File: src/rtl/led_button_frame_engine_if.sv
`default_nettype none
// +-------------------------------------------------------------------------+
// | led_button_frame_engine_if : byte UART link between engine and UART     |
// | Revision: 1.0                                                           |
// +-------------------------------------------------------------------------+
interface led_button_frame_engine_if;
  logic [7:0] rx_byte;
  logic       rx_valid;
  logic [7:0] tx_byte;
  logic       tx_start;
  logic       tx_busy;

  modport master (
    input  rx_byte,
    input  rx_valid,
    input  tx_busy,
    output tx_byte,
    output tx_start
  );

  modport slave (
    output rx_byte,
    output rx_valid,
    output tx_busy,
    input  tx_byte,
    input  tx_start
  );
endinterface
`default_nettype wire

File: src/rtl/led_button_frame_engine.sv
`default_nettype none
// +-------------------------------------------------------------------------+
// | led_button_frame_engine : header-framed LED/button exchange over UART   |
// | Revision: 1.0                                                           |
// +-------------------------------------------------------------------------+
module led_button_frame_engine #(
  parameter int          LED_WIDTH       = 8,
  parameter int          BUTTON_WIDTH    = 24,
  parameter logic [7:0]  HEADER          = 8'hA5,
  parameter logic [31:0] CLKS_PER_SYNC   = 32'd1666666,
  parameter bit          SEND_ON_CHANGE  = 1'b0,
  parameter logic [31:0] RX_TIMEOUT_CLKS = 32'd100000
) (
  input  logic                    CLK,
  input  logic                    RESET_N,
  input  logic [LED_WIDTH-1:0]    leds,
  output logic [BUTTON_WIDTH-1:0] buttons,
  led_button_frame_engine_if.master uart,
  output logic                    frame_sent,
  output logic                    frame_received,
  output logic                    rx_error
);

  localparam int LED_BYTES = (LED_WIDTH + 7) / 8;
  localparam int BTN_BYTES = (BUTTON_WIDTH + 7) / 8;
  localparam int TX_W      = (LED_BYTES + 1) * 8;
  localparam int RX_W      = BTN_BYTES * 8;
  localparam int TIW       = $clog2(LED_BYTES + 1);
  localparam int RIW       = $clog2(BTN_BYTES + 1);

  typedef enum logic [1:0] {T_IDLE, T_SEND, T_HOLD, T_WAIT} tx_state_t;
  typedef enum logic       {R_HUNT, R_DATA} rx_state_t;

  logic [31:0] sync_cnt;
  logic        sync_tick;

  assign sync_tick = (sync_cnt == CLKS_PER_SYNC - 32'd1);

  always_ff @(posedge CLK) begin
    if (!RESET_N)       sync_cnt <= '0;
    else if (sync_tick) sync_cnt <= '0;
    else                sync_cnt <= sync_cnt + 32'd1;
  end

  tx_state_t              tx_state, tx_state_nx;
  logic                   pending, pending_nx;
  logic [LED_WIDTH-1:0]   last_sent, snap;
  logic [TX_W-1:0]        tx_sr;
  logic [TIW-1:0]         tx_idx;
  logic [LED_BYTES*8-1:0] leds_pad;
  logic                   change_req, tx_load, tx_shift, tx_done, tx_start_nx;

  always_comb begin
    leds_pad                = '0;
    leds_pad[LED_WIDTH-1:0] = leds;
    change_req  = SEND_ON_CHANGE && (tx_state == T_IDLE) && (leds != last_sent);
    tx_state_nx = tx_state;
    tx_load     = 1'b0;
    tx_shift    = 1'b0;
    tx_done     = 1'b0;
    tx_start_nx = 1'b0;
    case (tx_state)
      T_IDLE: if (pending) begin
        tx_load     = 1'b1;
        tx_state_nx = T_SEND;
      end
      T_SEND: if (!uart.tx_busy) begin
        tx_start_nx = 1'b1;
        tx_state_nx = T_HOLD;
      end
      T_HOLD: tx_state_nx = T_WAIT;
      T_WAIT: if (!uart.tx_busy) begin
        if (tx_idx == TIW'(LED_BYTES)) begin
          tx_done     = 1'b1;
          tx_state_nx = T_IDLE;
        end else begin
          tx_shift    = 1'b1;
          tx_state_nx = T_SEND;
        end
      end
      default: tx_state_nx = T_IDLE;
    endcase
    // a change is only a new request when nothing is queued yet
    pending_nx = (pending && !tx_load) || sync_tick || (change_req && !pending);
  end

  always_ff @(posedge CLK) begin
    if (!RESET_N) begin
      tx_state      <= T_IDLE;
      pending       <= 1'b0;
      last_sent     <= '0;
      snap          <= '0;
      tx_sr         <= '0;
      tx_idx        <= '0;
      uart.tx_start <= 1'b0;
      uart.tx_byte  <= 8'h00;
      frame_sent    <= 1'b0;
    end else begin
      tx_state      <= tx_state_nx;
      pending       <= pending_nx;
      uart.tx_start <= tx_start_nx;
      frame_sent    <= tx_done;
      if (tx_load) begin
        snap   <= leds;
        tx_sr  <= {leds_pad, HEADER};
        tx_idx <= '0;
      end
      if (tx_start_nx) uart.tx_byte <= tx_sr[7:0];
      if (tx_shift) begin
        tx_sr  <= tx_sr >> 8;
        tx_idx <= tx_idx + TIW'(1);
      end
      if (tx_done) last_sent <= snap;
    end
  end

  rx_state_t       rx_state, rx_state_nx;
  logic [RIW-1:0]  rx_idx;
  logic [RX_W-1:0] rx_sr;
  logic [RX_W+7:0] rx_cat;
  logic [31:0]     to_cnt;
  logic            rx_begin, rx_accept, rx_complete, rx_timeout;

  // new byte enters at the top so the first payload byte ends up least significant
  assign rx_cat = {uart.rx_byte, rx_sr} >> 8;

  always_comb begin
    rx_state_nx = rx_state;
    rx_begin    = 1'b0;
    rx_accept   = 1'b0;
    rx_complete = 1'b0;
    rx_timeout  = 1'b0;
    case (rx_state)
      R_HUNT: if (uart.rx_valid && (uart.rx_byte == HEADER)) begin
        rx_begin    = 1'b1;
        rx_state_nx = R_DATA;
      end
      R_DATA: if (uart.rx_valid) begin
        rx_accept = 1'b1;
        if (rx_idx == RIW'(BTN_BYTES - 1)) begin
          rx_complete = 1'b1;
          rx_state_nx = R_HUNT;
        end
      end else if (to_cnt >= RX_TIMEOUT_CLKS) begin
        rx_timeout  = 1'b1;
        rx_state_nx = R_HUNT;
      end
      default: rx_state_nx = R_HUNT;
    endcase
  end

  always_ff @(posedge CLK) begin
    if (!RESET_N) begin
      rx_state       <= R_HUNT;
      rx_idx         <= '0;
      rx_sr          <= '0;
      to_cnt         <= '0;
      buttons        <= '0;
      frame_received <= 1'b0;
      rx_error       <= 1'b0;
    end else begin
      rx_state       <= rx_state_nx;
      frame_received <= rx_complete;
      rx_error       <= rx_timeout;
      if (rx_begin) begin
        rx_idx <= '0;
        to_cnt <= '0;
      end else if (rx_accept) begin
        rx_sr  <= rx_cat[RX_W-1:0];
        rx_idx <= rx_idx + RIW'(1);
        to_cnt <= '0;
      end else if (rx_state == R_DATA) begin
        to_cnt <= to_cnt + 32'd1;
      end
      if (rx_complete) buttons <= rx_cat[BUTTON_WIDTH-1:0];
    end
  end

endmodule
`default_nettype wire

File: src/flat_wrapper.sv
// flat-port wrapper written by rule: the top's interface ports become plain ports
module led_button_frame_engine_flat 
#(
  parameter int          LED_WIDTH       = 8,
  parameter int          BUTTON_WIDTH    = 24,
  parameter logic [7:0]  HEADER          = 8'hA5,
  parameter logic [31:0] CLKS_PER_SYNC   = 32'd1666666,
  parameter bit          SEND_ON_CHANGE  = 1'b0,
  parameter logic [31:0] RX_TIMEOUT_CLKS = 32'd100000
)
  (CLK, RESET_N, leds, buttons, frame_sent, frame_received, rx_error, uart_rx_byte, uart_rx_valid, uart_tx_busy, uart_tx_byte, uart_tx_start);
  led_button_frame_engine_if uart_i ();
  input  logic CLK;
  input  logic RESET_N;
  input  logic [LED_WIDTH-1:0] leds;
  output logic [BUTTON_WIDTH-1:0] buttons;
  output logic frame_sent;
  output logic frame_received;
  output logic rx_error;
  input wire logic [$bits(uart_i.rx_byte)-1:0] uart_rx_byte;
  input wire logic [$bits(uart_i.rx_valid)-1:0] uart_rx_valid;
  input wire logic [$bits(uart_i.tx_busy)-1:0] uart_tx_busy;
  output wire logic [$bits(uart_i.tx_byte)-1:0] uart_tx_byte;
  output wire logic [$bits(uart_i.tx_start)-1:0] uart_tx_start;
  assign uart_i.rx_byte = uart_rx_byte;
  assign uart_i.rx_valid = uart_rx_valid;
  assign uart_i.tx_busy = uart_tx_busy;
  assign uart_tx_byte = uart_i.tx_byte;
  assign uart_tx_start = uart_i.tx_start;
  led_button_frame_engine #(.LED_WIDTH(LED_WIDTH), .BUTTON_WIDTH(BUTTON_WIDTH), .HEADER(HEADER), .CLKS_PER_SYNC(CLKS_PER_SYNC), .SEND_ON_CHANGE(SEND_ON_CHANGE), .RX_TIMEOUT_CLKS(RX_TIMEOUT_CLKS)) u_core (.CLK(CLK), .RESET_N(RESET_N), .leds(leds), .buttons(buttons), .uart(uart_i), .frame_sent(frame_sent), .frame_received(frame_received), .rx_error(rx_error));
endmodule
File: config.mk
export PLATFORM = sky130hd
export DESIGN_NAME = led_button_frame_engine_flat
export DESIGN_NICKNAME = d
export VERILOG_FILES = /design/src/rtl/led_button_frame_engine_if.sv /design/src/rtl/led_button_frame_engine.sv /design/src/flat_wrapper.sv
export SDC_FILE = /design/constraint.sdc
export NUM_CORES = 1
export LEC_CHECK = 0
export BUFFER_PORTS_ARGS = -buffer_cell sky130_fd_sc_hd__buf_4
export CAP_MARGIN = 5
export CORE_ASPECT_RATIO = 1.4
export CORE_MARGIN = 2
export CORE_UTILIZATION = 55
export DETAILED_ROUTE_END_ITERATION = 8
export PLACE_DENSITY_LB_ADDON = 0.05
export RECOVER_POWER = 25
export SLEW_MARGIN = 40
export SYNTH_ARGS = -nofsm -noshare
export SYNTH_HDL_FRONTEND = slang
export SYNTH_SLANG_ARGS = --single-unit
File: constraint.sdc
create_clock -name CLK -period 2.22 [get_ports CLK]
set_clock_uncertainty 0.1 [all_clocks]
set_input_delay 0.222 -clock CLK [delete_from_list [all_inputs] [get_ports CLK]]
set_output_delay 0.222 -clock CLK [all_outputs]
set_load 0.05 [all_outputs]
== Yosys cells after proc, flatten, opt, wreduce, memory -nomap -nowiden ==
Index checks and enable logic that the tools add are counted.
Cells by class
  order comparisons: 1
  multiply operators: 0
  eq/ne operators: 9
  shift-type cells: 0
  div/mod/pow operators: 0
  reduce and logical (&&, ||, !) cells: 14
  $add $sub $neg: 4
  bitwise logic cells: 4
  multiplexer cells: 29
Operator list (count)
  adder 32 x 1 -> 32 bit, second input constant: 2
  equality test 32 x 21 -> 1 bit, second input constant: 1
  greater-or-equal comparator 32 x 17 -> 1 bit, second input constant: 1
  two-way mux 1 bit: 22
  two-way mux 8 bit: 2
  OR reduction 3 bit: 3
  equality test 8 bit, second input constant: 1
  case mux 2 bit (4 select lines): 1
  equality test 2 bit, second input constant: 3
  two-way mux 2 bit: 3
  OR reduction 2 bit: 3
  != test 2 bit, second input constant: 2
  NOT 1 bit: 4
  AND reduction 3 bit: 1
  adder 2 x 1 -> 2 bit, second input constant: 1
  equality test 2 x 1 -> 1 bit, second input constant: 1
  logical AND 1 bit: 2
  logical NOT 2 bit: 1
  != test 2 x 1 -> 1 bit, second input constant: 1
  case mux 1 bit (2 select lines): 1
  AND reduction 2 bit: 1
  nonzero test 2 bit: 1
  adder 1 bit, second input constant: 1
  logical NOT 1 bit: 1
  logical OR 1 bit: 1
Storage, ports and cells
  flip-flop bits (word level): 147
  bits in writable memories: 0
  memory bits (read-only): 0
  bits in latches: 0
  memories kept: 0

== Longest topological paths before layout ==
Gate-level depths: netlist of run 1.
  word-level depth: 6
  depth in mapped cells: 8

== Worst setup path after synthesis of run 1 ==
Ideal clock, no wire load.
  path kind: reg-to-reg
  start: register u_core.sync_cnt[0]
  end: register u_core.sync_cnt[13]
  data required time: 2.005 ns
  library setup time: 0.115 ns
  arrival time: 1.552 ns
  cell stages (with the launch flop): 8
  buffers on the path: 1
  setup slack: 0.453 ns
  cell sequence: dfxtp_1 -> ha_1 -> nor4b_1 -> nand4_1 -> nor4_2 -> or2b_2 -> buf_6 -> nor2_2
On the way
  longest elaborated chain between the ends: 2
  elaborated cells on any way between the ends: 3
RTL lines
  start, declared: RTL line led_button_frame_engine.sv:34  | logic [31:0] sync_cnt;
  start signal, assigned: RTL line led_button_frame_engine.sv:42  | else sync_cnt <= sync_cnt + 32'd1;
  branches (longest 2 deep; another with adder 32 x 1 -> 32 bit)
Parallel ways; which one is timed is not known.
A chain may end at the register's enable or synchronous reset.

== Worst setup path in the final report of run 1 ==
  start: register u_core.sync_cnt[0]
  end: register u_core.sync_cnt[12]
The elaborated chain is that of the path after synthesis.

==> qor.csv, run 1 <==
stage,metric,value,unit
synthesis,most used standard cell by instance count after synthesis,nand2_1,
run,max-cap violations,0,
sta,final setup vio count,0,
sta,worst relative slew slack,0.577,
grt,first-pass GRT wire length,20800,um
placed_design,Placement Cell Area,6580,sq um
route,DR WL/cell,13.4,um
cts,clock root cell,clkbuf_16,
power,Power per Cell Area,761,nW/um^2
worst_setup_path,CP endpoint kind,register,
synthesis,Synth area leaders,"dfxtp_1 (46%), nand2_1 (8.9%), a21boi_0 (6.5%)",
sta,maximum clock rate,493,MHz
synthesis,Syn Area/Cell,8.83,sq um
worst_setup_path,crit path max fanout,18,
synthesis,list of most frequent post-synthesis cells,"nand2_1 (144), dfxtp_1 (139), a21boi_0 (52)",
floorplanning,IO Pins,56,
worst_setup_path,WS Path Type,register to register,
floorplanning,std cell rows,45,
power,Design Power,5.47,mW
cts,Sink Count,139,
synthesis,share of the synthesized area in the top cell type,0.461,
floorplanning,die width,92.6,um
placed_design,dpl hpwl,8040,um
floorplanning,die area,11800,sq um
sta,Hold WS,0.0489,ns
cts,Worst-Skew Late Latency,0.41,ns
floorplanning,Die H,128,um
route,Final ANT Viol Nets,0,
sta,minimum clock period,2.03,ns
worst_setup_path,Crit path max-delay family,simple AND/OR/NAND/NOR gates,
worst_setup_path,Buf/Inv on CP,1,
sta,final critical-path share of the clock period,0.914,
grt,GR Util All Layers,0.217,
route,DR DRC count,0,
synthesis,asr flop ratio synth,0,
layout,ratio of cells with drive above 1 in the final layout,0.135,
layout,ANT cells,0,
status,status,"finished, final reports clean",
synthesis,Seq cells post-synth,139,
power,VDD IR max,0.000580,V
hold_path,worst min-delay path class,input port to register,
layout,"Design Area, Final",7190,sq um
worst_setup_path,"Req. time, crit path",2.42,ns
route,Routed Wire Length,12200,um
worst_setup_path,CP Launch Type,register,
route,DRT Pass-1 Iters,4,
synthesis,Post-synth EDFFs,0,
sta,RSZ-0062 raised after global routing,false,
placed_design,placed cells,862,
sta,Fin. Hold Viols,0,
sta,"Slew Viols, Final",0,
synthesis,ys flop type,dfxtp_1,
sta,setup TNS,0,ns
grt,initial antenna violation count,0,
floorplanning,initial core utilization,0.562,
synthesis,Synth warnings,0,
cts,CTS tree,yes,
worst_setup_path,CP max-delay cell,dfxtp_1,
synthesis,net count after synthesis,712,
worst_setup_path,crit-path max cell delay,0.42,ns
route,Detailed Route Iter0 Violations,201,
sta,Tightest Pin Transition,0.637,ns
layout,Final Net Count,785,
floorplanning,core area,10800,sq um
power,Pleak,2.55,nW
worst_setup_path,crit path DAT,2.23,ns
grt,vias in the first global route,4637,
synthesis,Mapped Cells,684,
cts,H-tree lvl count,4,
cts,clock slew at reported path FFs,0.06,ns
synthesis,post-synth top area cell,dfxtp_1,
worst_setup_path,crit-path cells,ha_1 -> nor4b_1 -> nand4_1 -> nor4_2 -> or2b_2 -> buf_4 -> nor2_1,
placed_design,GPL Wtd Cong,0.827,
layout,fin cells,911,
grt,pin count of the biggest net entering global routing,41,
synthesis,sequential-to-total area share from yosys stat,0.461,
route,Vias/cell,5.25,
synthesis,post-synth cell types,49,
cts,Max clock buf depth,2,
route,via count,4787,
layout,area grow syn2layout,19.0,%
grt,grt ovf,0,
placed_design,# port buffers,55,
cts,cts bufs inserted,17,
synthesis,"Cell Area, Synth",6040,sq um
==> cell usage in the layout, fill, tap and decap left out, types with 18 or more instances in the layout <==
| cell type | synthesis | routed |
|---|---|---|
| nand2_1 | 144 | 144 |
| clkbuf_1 | 20 | 37 |
| xnor2_1 | 23 | 23 |
| dfxtp_1 | 139 | 139 |
| buf_4 | 4 | 31 |
| a21boi_0 | 52 | 52 |
| xor2_1 | 32 | 32 |
| nand4_1 | 18 | 18 |
| nor2_1 | 51 | 51 |
| a21oi_1 | 19 | 19 |
| nand3_1 | 24 | 24 |
==> flip-flops by register name (all words and copies together), names as in the netlist, 2 cells and up <==
register / cells
u_core.buttons: 24
u_core.rx_idx: 2
u_core.rx_sr: 16
u_core.sync_cnt: 32
u_core.to_cnt: 32
u_core.tx_sr: 16
u_core.tx_state: 2
u_core.uart.tx_byte: 8
==> through the flow <==
stage | worst slack, ns | utilization
6_report | 0.191 | 0.668
3_5_place_dp | 0.200 | 0.612
5_1_grt | 0.0622 | 0.668
4_1_cts | 0.179 | 0.681
2_1_floorplan | 0.453 | -
3_3_place_gp | 0.292 | 0.612
==> final timing paths <==
check	start	endpoint	slack, ns	cells past startpoint
worst max register to register	u_core.sync_cnt[0]$_SDFF_PP0_	u_core.sync_cnt[12]$_SDFF_PP0_	0.19	7
worst min-delay path	uart_rx_valid	u_core.rx_error$_SDFF_PP0_	0.05	4
worst max-delay path	u_core.sync_cnt[0]$_SDFF_PP0_	u_core.sync_cnt[12]$_SDFF_PP0_	0.19	7
worst min register to register	u_core.uart.tx_byte[3]$_SDFFE_PN0P_	u_core.uart.tx_byte[3]$_SDFFE_PN0P_	0.36	2
==> power by group <==
| part | internal (mW) | total (mW) | switching (mW) |
|---|---|---|---|
| logic | 0.0952 | 0.205 | 0.110 |
| clock network | 1.58 | 2.74 | 1.16 |
| registers | 2.51 | 2.52 | 0.0161 |
==> per-layer routing <==
metal | track usage | part of all wire
met4 | 0.0799 | 0.011
met2 | 0.370 | 0.50
met5 | 0 | 0
met3 | 0.0547 | 0.036
met1 | 0.263 | 0.45
==> final cells by class <==
type | instances | area, sq um
clock inverter | 15 | 154
fill | 963 | 3570
timing repair buffer | 86 | 562
clock buffer | 17 | 425
inverter | 16 | 60.1
multi-input combinational | 497 | 3030
sequential | 139 | 2780
tap | 141 | 176
==> cells by family after synthesis <==
| family | after synthesis | synth area share |
|---|---|---|
| xor gates and xnor gates | 55 | 0.0798 |
| DFF | 139 | 0.461 |
| AOI/OAI and AO/OA | 86 | 0.0955 |
| adders and majority gates | 8 | 0.0166 |
| and+or+nand+nor | 346 | 0.306 |
| muxes | 2 | 0.00331 |
| buffers and inverters | 48 | 0.0379 |
==> worst register-to-register path, delay by kind of cell, from the launching register on <==
family	cells	cell delay, ns
adders and majority gates	1	0.17
buffers and inverters	1	0.23
DFF	1	0.42
and+or+nand+nor	5	1.00
==> what timing repair did <==
action / CTS / global route
buffers inserted: 0 / 0
resized for setup: 0 / 0
hold buffers: 17 / 0
hold endpoints to repair: 25 / 0
(Power assumes the default switching activity.)
==> run 2: changes to the inputs <==
clock period = 2.6 ns   (was 2.22 ns; I/O delays follow)
==> run 2 against run 1 <==
Hold slack worse by 0.036 ns. Sequential power is 15% lower. Largest power group unchanged. Largest cell class unchanged. Fmax hardly changed. Critical endpoint is now u_core.rx_sr[11]$_SDFFE_PN0P_. Via count is 0.81% lower. Critical path type unchanged. Core utilization is 0.47 points lower. Wire length is 2.6% lower. Register-to-register slack better by 0.38 ns.
==> qor.csv, run 2 (synthesized netlist as in run 1, its figures left out) <==
stage,metric,value,unit,change
grt,vias in the first global route,4594,,-0.93%
run,max-cap violations,0,,unchanged
worst_setup_path,CP most frequent cell,clkbuf_1,,
placed_design,GPL Wtd Cong,0.826,,-0.17%
worst_setup_path,reg2reg path depth,5,,-2
grt,global-route layer with the greatest usage,met2,,
cts,post-CTS sizing,0,,unchanged
worst_setup_path,CP Launch Type,register,,
worst_setup_path,crit-path max cell delay,0.63,ns,+0.21 ns
layout,Final Net Count,771,,-1.8%
worst_setup_path,CP endpoint kind,register,,
grt,pin count of the biggest net entering global routing,37,,-9.8%
layout,ratio of cells with drive above 1 in the final layout,0.131,,-0.00411
power,Clk pwr share,0.540,,+0.039
layout,fillers,932,,-3.2%
power,P_int,3.97,mW,-5.2%
cts,cts hold-fix bufs,8,,-9
cts,Sink Count,139,,unchanged
route,Detailed Route Iter0 Violations,166,,-17%
hold_path,Worst Hold Depth,3,,-1
floorplanning,initial core utilization,0.562,,unchanged
power,Pleak,2.52,nW,-1.4%
hold_path,Hold Crit Start,leds[5],,
route,DR DRC count,0,,unchanged
worst_setup_path,"Req. time, crit path",2.82,ns,+0.40 ns
grt,GR Util All Layers,0.211,,-0.00556
hold_path,worst min-delay path class,input port to register,,
sta,setup TNS,0,ns,unchanged
worst_setup_path,R2R setup slack,0.57,ns,+0.38 ns
layout,Top Registers,"u_core.sync_cnt x32, u_core.to_cnt x32, u_core.buttons x24",,
sta,"Slew Viols, Final",0,,unchanged
route,via count,4748,,-0.81%
placed_design,dpl hpwl,8010,um,-0.29%
power,Power per Cell Area,705,nW/um^2,-7.3%
grt,met1 GRT Util,0.254,,-0.00938
layout,area grow syn2layout,18.2,%,
grt,initial antenna violation count,0,,unchanged
grt,first-pass GRT wire length,20400,um,-1.8%
cts,CTS tree,yes,,
worst_setup_path,RR Endpoint,u_core.rx_sr[11]$_SDFFE_PN0P_,,
placed_design,Placement Cell Area,6530,sq um,-0.76%
hold_path,hold endpoint,u_core.tx_sr[13]$_SDFFE_PP0P_,,
route,Vias/cell,5.29,,+0.73%
sta,final critical-path share of the clock period,0.780,,-0.134
route,Final ANT Viol Nets,0,,unchanged
worst_setup_path,CP max-delay cell,clkbuf_1,,
layout,"Design Area, Final",7140,sq um,-0.70%
worst_setup_path,worst r2r src,u_core.rx_state$_SDFF_PN0_,,
cts,clock root cell,clkbuf_16,,
sta,worst relative slew slack,0.465,,-0.112
sta,minimum clock period,2.03,ns,-0.00200 ns
floorplanning,die area,11800,sq um,unchanged
status,status,"finished, final reports clean",,
route,DR WL/cell,13.2,um,-1.1%
sta,Fin. Hold Viols,0,,unchanged
cts,Max clock buf depth,2,,unchanged
layout,register area,2780,sq um,unchanged
worst_setup_path,WS Path Type,register to register,,
cts,setup bufs post-CTS,0,,unchanged
power,Seq pwr share,0.428,,-0.033
grt,GRT met2 Usage,0.363,,-0.00730
worst_setup_path,crit path max fanout,19,,+1
grt,grt ovf,0,,unchanged
worst_setup_path,crit path DAT,2.25,ns,+0.02 ns
floorplanning,IO Pins,56,,unchanged
floorplanning,std cell rows,45,,unchanged
power,VDD IR max,0.000489,V,-16%
sta,final setup vio count,0,,unchanged
cts,clock slew at reported path FFs,0.06,ns,about the same
grt,met3 usage in global routing,0.0494,,-0.00529
route,DRT Pass-1 Iters,4,,unchanged
worst_setup_path,crit-path cells,clkbuf_1 -> and2_0 -> clkbuf_1 -> nand2_1 -> a21boi_0,,
sta,Tightest Pin Transition,0.802,ns,+0.166 ns
cts,Worst-Skew Late Latency,0.41,ns,about the same
route,Routed Wire Length,11900,um,-2.6%
power,combinational share of power,0.032,,-0.006
sta,maximum clock rate,493,MHz,about the same
sta,Hold WS,0.0127,ns,-0.0362 ns
layout,most frequent cells in the layout,"nand2_1 (143), dfxtp_1 (139), a21boi_0 (52)",,
power,Design Power,5.03,mW,-7.9%
cts,cts bufs inserted,17,,unchanged
sta,RSZ-0062 raised after global routing,false,,
cts,H-tree lvl count,4,,unchanged
floorplanning,die width,92.6,um,unchanged
floorplanning,core area,10800,sq um,unchanged
power,sw power,1.07,mW,-17%
layout,"most common cell after layout, fill and taps aside",nand2_1,,
layout,Multi-input gate area,3030,sq um,about the same
floorplanning,Die H,128,um,unchanged
power,switching share of power,0.212,,-0.0229
placed_design,# port buffers,55,,unchanged
layout,ANT cells,0,,unchanged
run 2: how the worst max path moves through the flow:
stage	start	to	slack [ns]	cells after the start
3_5_place_dp	u_core.sync_cnt[0]$_SDFF_PP0_	u_core.sync_cnt[31]$_SDFF_PP0_	0.63	7
6_report	u_core.rx_state$_SDFF_PN0_	u_core.rx_sr[11]$_SDFFE_PN0P_	0.57	5
2_1_floorplan	u_core.sync_cnt[0]$_SDFF_PP0_	u_core.sync_cnt[13]$_SDFF_PP0_	0.83	7
3_3_place_gp	u_core.sync_cnt[2]$_SDFF_PP0_	u_core.sync_cnt[27]$_SDFF_PP0_	0.68	5
4_1_cts	u_core.sync_cnt[0]$_SDFF_PP0_	u_core.sync_cnt[31]$_SDFF_PP0_	0.61	7
5_1_grt	u_core.rx_state$_SDFF_PN0_	u_core.rx_sr[17]$_SDFFE_PN0P_	0.31	5
run 2: final cells by class:
| class | count | area share |
|---|---|---|
| Clock buffer | 18 | 0.0615 |
| Clock inverter | 14 | 0.0324 |
| Inverter | 16 | 0.00841 |
| Multi-Input combinational cell | 497 | 0.425 |
| Sequential cell | 139 | 0.390 |
| Tap cell | 141 | 0.0247 |
| Timing Repair Buffer | 72 | 0.0585 |
run 2: routing by layer:
| metal | wire (um) | vias to the layer above | part of all wire |
|---|---|---|---|
| met2 | 5880 | 79 | 0.50 |
| met5 | 0 | - | 0 |
| met4 | 273 | 0 | 0.023 |
| met3 | 403 | 23 | 0.034 |
| met1 | 5310 | 2232 | 0.45 |
| li1 | - | 2414 | - |
run 2: worst max-delay path, delay by kind of cell, from the launching register on:
family | cells | cell delay (ns)
DFF | 1 | 0.33
buffers and inverters | 2 | 0.95
AOI/OAI and AO/OA | 1 | 0.19
and+or+nand+nor | 2 | 0.37
run 2: stage by stage:
step,setup WS (ns),util,cells
after floorplan,0.833,-,684
after global placement,0.680,0.607,857
after detailed placement,0.625,0.607,857
after CTS,0.608,0.677,897
after global routing,0.310,0.664,897
final,0.573,0.664,897
run 2: power by group through the flow:
stage	Combinational, mW	Clock, mW	Sequential (mW)
global route	0.181	2.87	2.16
finish	0.161	2.72	2.15
floorplan	0.0983	0	2.20
CTS	0.164	2.77	2.15
global placement	0.151	0	2.20
detailed placement	0.155	0	2.20
